### src/rtl/lightsaber_pwm.sv
// Three-channel PWM LED driver for the lightsaber blade: ignite/retract brightness
// ramp, with colour and brightness latched only at frame boundaries.
module lightsaber_pwm #(
  parameter int unsigned PRESCALE  = 1,
  parameter int unsigned RAMP_STEP = 64
) (
  input  logic       clk,
  input  logic       rst,
  input  logic [7:0] Ri,
  input  logic [7:0] Gi,
  input  logic [7:0] Bi,
  input  logic       en,
  output logic       r_pwm,
  output logic       g_pwm,
  output logic       b_pwm,
  output logic       frame_start,
  output logic       lit,
  output logic       busy
);

  localparam int unsigned PW = (PRESCALE > 1) ? $clog2(PRESCALE) : 1;
  localparam logic [PW-1:0] PRE_LAST = PW'(PRESCALE - 1);
  localparam logic [8:0]    STEP9    = 9'(RAMP_STEP);

  typedef enum logic [1:0] {
    OFF     = 2'd0,
    IGNITE  = 2'd1,
    ON      = 2'd2,
    RETRACT = 2'd3
  } state_t;

  state_t        state;
  state_t        state_nxt;
  logic [PW-1:0] pre;
  logic [7:0]    cnt;
  logic          tick;
  logic          fb;
  logic [7:0]    bright;
  logic [7:0]    bright_nxt;
  logic [7:0]    bright_up;
  logic [7:0]    bright_dn;
  logic [8:0]    sum9;
  logic [8:0]    diff9;
  logic [7:0]    duty_r;
  logic [7:0]    duty_g;
  logic [7:0]    duty_b;

  // Colour scaled by brightness; bright+1 lets full brightness pass the colour unchanged.
  function automatic logic [7:0] scale(input logic [7:0] x, input logic [7:0] b);
    logic [15:0] p;
    p = 16'(x) * (16'(b) + 16'd1);
    return p[15:8];
  endfunction

  assign tick = (pre == PRE_LAST);
  assign fb   = tick && (cnt == 8'hFF);

  // Saturating ramp steps; bit 8 flags overflow on add and borrow on subtract.
  assign sum9      = {1'b0, bright} + STEP9;
  assign diff9     = {1'b0, bright} - STEP9;
  assign bright_up = sum9[8]  ? 8'hFF : sum9[7:0];
  assign bright_dn = diff9[8] ? 8'h00 : diff9[7:0];

  always_comb begin
    state_nxt  = state;
    bright_nxt = bright;
    case (state)
      OFF: begin
        if (en) begin
          state_nxt  = IGNITE;
          bright_nxt = bright_up;
        end else begin
          bright_nxt = 8'h00;
        end
      end
      IGNITE: begin
        if (!en) begin
          state_nxt  = RETRACT;
          bright_nxt = bright_dn;
        end else begin
          bright_nxt = bright_up;
          if (bright_up == 8'hFF) state_nxt = ON;
        end
      end
      ON: begin
        if (!en) begin
          state_nxt  = RETRACT;
          bright_nxt = bright_dn;
        end else begin
          bright_nxt = 8'hFF;
        end
      end
      RETRACT: begin
        if (en) begin
          state_nxt  = IGNITE;
          bright_nxt = bright_up;
        end else begin
          bright_nxt = bright_dn;
          if (bright_dn == 8'h00) state_nxt = OFF;
        end
      end
      default: begin
        state_nxt  = OFF;
        bright_nxt = 8'h00;
      end
    endcase
  end

  always_ff @(posedge clk) begin
    if (rst) begin
      pre         <= '0;
      cnt         <= 8'h00;
      state       <= OFF;
      bright      <= 8'h00;
      duty_r      <= 8'h00;
      duty_g      <= 8'h00;
      duty_b      <= 8'h00;
      frame_start <= 1'b0;
    end else begin
      pre         <= tick ? '0 : pre + PW'(1);
      frame_start <= fb;
      if (tick) cnt <= cnt + 8'd1;
      // Shadow duties use the state/brightness of the frame that is ending.
      if (fb) begin
        duty_r <= (state == OFF) ? 8'h00 : scale(Ri, bright);
        duty_g <= (state == OFF) ? 8'h00 : scale(Gi, bright);
        duty_b <= (state == OFF) ? 8'h00 : scale(Bi, bright);
        state  <= state_nxt;
        bright <= bright_nxt;
      end
    end
  end

  assign r_pwm = (cnt < duty_r);
  assign g_pwm = (cnt < duty_g);
  assign b_pwm = (cnt < duty_b);
  assign lit   = (state == ON);
  assign busy  = (state == IGNITE) || (state == RETRACT);

endmodule

### config.mk
export PLATFORM = sky130hd
export DESIGN_NAME = lightsaber_pwm
export DESIGN_NICKNAME = d
export VERILOG_FILES = /design/src/rtl/lightsaber_pwm.sv
export SDC_FILE = /design/constraint.sdc
export NUM_CORES = 1
export LEC_CHECK = 0
export CAP_MARGIN = 20
export CORE_ASPECT_RATIO = 0.75
export CORE_MARGIN = 8
export CORE_UTILIZATION = 40
export DETAILED_ROUTE_END_ITERATION = 10
export GPL_TIMING_DRIVEN = 0
export SYNTH_ARGS = -nofsm -noshare
export SYNTH_HDL_FRONTEND = slang
export SYNTH_SLANG_ARGS = --single-unit
### constraint.sdc
create_clock -name clk -period 14.55 [get_ports clk]
set_clock_uncertainty 0.05 [all_clocks]
set_input_delay 2.91 -clock clk [delete_from_list [all_inputs] [get_ports clk]]
set_output_delay 2.91 -clock clk [all_outputs]
set_load 0.02 [all_outputs]
======== Word-level counts from Yosys, hierarchy flattened ========
Cells that the tools add are included.
storage, ports and cells
  flip-flop bits (word level) ............. 44
  bits of input ports ..................... 27
  word-level logic and storage cells ...... 52
cells by class
  add/sub/neg operators ................... 5
  multiply operators ...................... 3
  order comparisons ....................... 3
  equal/unequal tests ..................... 9
  muxes and demuxes ....................... 16
  bitwise gates (word level) .............. 1
  reductions and logical operators ........ 7
operator list
  operator                                              number
  two-way mux 8 bit                                     8
  multiplier 8 x 16 -> 16 bit                           2
  < comparator 8 bit                                    3
  one-hot mux 8 bit (3 select lines)                    1
  equality test 8 bit (second input constant)           2
  multiplier 8 x 9 -> 16 bit                            1
  two-way mux 2 bit                                     6
  adder 8 x 1 -> 9 bit (second input constant)          1
  adder 8 x 7 -> 9 bit (second input constant)          1
  subtractor 8 x 7 -> 9 bit (second input constant)     1
  adder 8 x 1 -> 8 bit (second input constant)          1
  zero test 8 bit                                       1
  one-hot mux 2 bit (4 select lines)                    1
  != test 3 bit (second input constant)                 2
  AND reduction 5 bit                                   1
  equality test 2 bit (second input constant)           2
  != test 2 bit (second input constant)                 2
  OR reduction 2 bit                                    2
  equality test 2 x 1 -> 1 bit (second input constant)  1
  zero test 2 bit                                       1
  adder 1 bit (second input constant)                   1
  logical AND 1 bit                                     1
  logical OR 1 bit                                      1
  NOT 1 bit                                             1

======== Depth between registers and ports, before layout ========
  depth after elaboration ................. 6
  mapped depth ............................ 21

======== Least setup slack after synthesis ========
Ideal clock, no wire load.
  kind .................................... input to register
  start point ............................. in Gi[7]
  end point ............................... reg duty_g[5]
  setup time .............................. 0.128 ns
  arrival ................................. 6.767 ns
  slack ................................... 7.605 ns
  stages on the path ...................... 14
  cells stage by stage .................... nand2b_1 > fa_1 > fa_1 > inv_1 > fa_1 > fa_1 > ha_1 > a2111oi_2 > o31ai_1 > and3_4 > a311o_4 > o31ai_1 > xor2_1 > o21ai_0
between the ends
  word-level cells in the longest chain between the ends .. 2
ends and longest elaborated chain
  what                         RTL line  source
  from (decl)                  10        input logic [7:0] Gi,
  multiplier 8 x 16 -> 16 bit  51        p = 16'(x) * (16'(b) + 16'd1);
  two-way mux 8 bit            126       duty_g <= (state == OFF) ? 8'h00 : scale(Gi, bright);
  to (signal assigned)         126
  to (decl)                    45        logic [7:0] duty_g;
No other way between the ends.
A chain may end at the register's enable or synchronous reset.

======== Final worst setup path ========
Same ends and word-level chain as after synthesis.

==> results.toml <==
[logic_synthesis]
yosys_warnings = 0
avgSynthCellArea_um2 = 8.571
ys_top_cells_by_count = "inv_1 (155), and2_1 (150), ha_1 (123), fa_1 (120), nand2_1 (80)"
yosysTopAreaCellShare_pct = 27.59
yosysSeqAreaShare_pct = 10.11
synthCells = 1016
synth_top_area_cell = "fa_1"
synth_flop_cell = "dfxtp_1"
yosysMostFrequentCell = "inv_1"
ys_types = 48
synth_edf_count = 0
async_flop_share_pct = 0
synth_seq_cells = 44
syn_nets = 1286
syn-cell-area_um2 = 8708
synthTopCellsByArea = "fa_1 (28%), ha_1 (18%), and2_1 (11%)"

[clock_tree]
clockBufferDepth = 2
cts_resized = 0
cts-root-buf = "clkbuf_16"
cts_tree = "yes"
hold_buffers = 0
cts_setup_buffers = 0
clkTransAtPathRegs_ns = 0.07
insertion_delay_ns = 0.29
clock_sinks = 44
cts_buffers = 5
htreeDepth = 2

[min_path]
hold_path.class = "flip-flop to flip-flop"
holdPathStages = 2

[route]
drt_iter0_drc = 388
ant_nets = 0
vias = 6792
drc = 0
vias_per_cell = 5.046
firstDrtPassIters = 4
finalWirelength_um = 21680
wl_per_cell_um = 16.11

[timing]
slew_violations = 0
finalHoldViolations = 0
fmax_mhz = 128.7
worst_slew_pin_slew_ns = 1.036
setup_viol = 0
relSlewSlack_pct = 30.95
period_minus_slack_ns = 7.769
final.period_utilization_pct = 53.40
rsz0062_at_grt = "no"
tns_ns = 0

[power]
finalPower_w = 0.0003007
irDropWorstVdd_uv = 46.39
p_leak_nw = 4.781
p_per_area_nw_per_um2 = 31.43

[floorplan]
die_height_um = 143.8
pin_count = 33
fp.dieW_um = 186.4
start_util_pct = 41.00
dieArea_um2 = 26800
core_area_um2 = 21240
fp-row-count = 46

[place]
place.detailed.hpwl_um = 17340
portBuffers = 31
gp_congestion = 0.8249

[worst_setup_path]
worstPathArrival_ns = 7.89
critical_path_required_ns = 14.67
start_kind = "primary input"
crit_fanout = 9
cp-end-kind = "flip-flop"
crit_type = "primary input to flip-flop"
rr_worst_depth = 19

[cells_and_area]
fill_cells = 2133
seq_area_um2 = 880.8
utilization_pct = 45.06
drive_gt1_share_pct = 1.610
multi_input_area_um2 = 7101
synthToLayoutAreaGrowth_pct = 9.885
layout.nets = 1325

[global_routing]
track_usage_pct = 16.61
grt-ovfl-total = 0
antenna_found_initial = 0
grt_pass1_vias = 6802
grt_max_degree = 15
grt_pass1_wl_um = 35970

[outcome]
status = "finished, final reports clean"

[run]
cap_violations = 0
[worst paths after layout]
check	from	to	slack, ns
max	Gi[7]	duty_g[5]$_SDFFE_PP0P_	6.78
min	duty_b[5]$_SDFFE_PP0P_	duty_b[5]$_SDFFE_PP0P_	0.40
max reg2reg	bright[2]$_SDFFE_PP0P_	duty_g[5]$_SDFFE_PP0P_	7.85
min reg2reg	duty_b[5]$_SDFFE_PP0P_	duty_b[5]$_SDFFE_PP0P_	0.40
[layout make-up]
cell class,count,area share (%)
multi-input cells,779,74.20
flip-flops and latches,44,9.205
inverters,157,6.158
well taps,288,3.766
repair buffers,32,3.321
clock buffers,6,1.451
plain buffers,36,1.438
clock inverters,2,0.4053
diodes,2,0.05230
[registers in the layout, indices dropped and copies added, names as in the netlist]
register / flops
frame_start: 1
cnt: 8
duty_r: 8
duty_g: 8
pre: 1
bright: 8
duty_b: 8
state: 2
[cell usage in the layout, fill, tap and decap left out, types with 4 or more instances in the layout]
| cell | synthesis | routed |
|---|---|---|
| inv_1 | 155 | 155 |
| and2_1 | 150 | 150 |
| ha_1 | 123 | 123 |
| fa_1 | 120 | 120 |
| nand2_1 | 80 | 80 |
| nor2_1 | 45 | 45 |
| o21ai_0 | 45 | 45 |
| dfxtp_1 | 44 | 44 |
| clkbuf_1 | 33 | 33 |
| xnor2_1 | 31 | 31 |
| clkdlybuf4s50_1 | 0 | 31 |
| a21oi_1 | 27 | 27 |
| nor2b_1 | 22 | 22 |
| nor3_1 | 22 | 22 |
| xor2_1 | 14 | 14 |
| nand2b_1 | 12 | 12 |
| a21o_1 | 12 | 12 |
| nand3_1 | 8 | 8 |
| nand4_1 | 8 | 8 |
| o211ai_1 | 6 | 6 |
| a2111oi_0 | 6 | 6 |
| o31ai_1 | 5 | 5 |
| clkbuf_16 | 0 | 5 |
| and3_1 | 4 | 4 |
| a211o_1 | 4 | 4 |
| a31oi_1 | 4 | 4 |
[power by group]
part           total (W)  internal (W)  switching [W]
registers       0.000123      0.000121     0.00000154
clock network   0.000136     0.0000861      0.0000501
logic          0.0000419     0.0000180      0.0000238
total           0.000301      0.000225      0.0000755
[per-layer routing]
layer	GRT usage, %	wire length [um]
met4	1.849	143
met1	24.79	11290
met2	25.88	9394
met3	2.058	860
met5	0	0
[cells by family (layout without fill, tap and decap cells)]
| logic type | count (synthesis) | after routing | share of synthesized area, % |
|---|---|---|---|
| simple gates | 364 | 364 | 22.36 |
| fa+ha+maj | 243 | 243 | 45.26 |
| buf+inv | 193 | 233 | 8.348 |
| compound gates | 123 | 123 | 9.009 |
| xor+xnor | 45 | 45 | 4.526 |
| flops | 44 | 44 | 10.11 |
| mux | 3 | 3 | 0.3448 |
| other cells | 1 | 3 | 0.04306 |
[critical path: stages]
cell,delay (ns)
clkdlybuf4s50_1,0.70
nand2b_1,0.14
fa_1,0.52
fa_1,0.54
inv_1,0.05
fa_1,0.51
fa_1,0.49
ha_1,0.23
a2111oi_2,0.32
o31ai_1,0.17
and3_4,0.23
a311o_4,0.44
o31ai_1,0.26
xor2_1,0.26
o21ai_0,0.11
[stage by stage]
stage	setup WS [ns]	cells	hold WS, ns	cell area (um^2)
2_1_floorplan	7.605	1016	0.3750	8708
3_3_place_gp	6.454	1335	0.3885	9379
3_5_place_dp	6.440	1335	0.3932	9379
4_1_cts	6.751	1343	0.4084	9557
5_1_grt	6.554	1344	0.4265	9564
6_report	6.781	1346	0.4027	9569
Note: power is estimated with default switching activity, not from simulation.
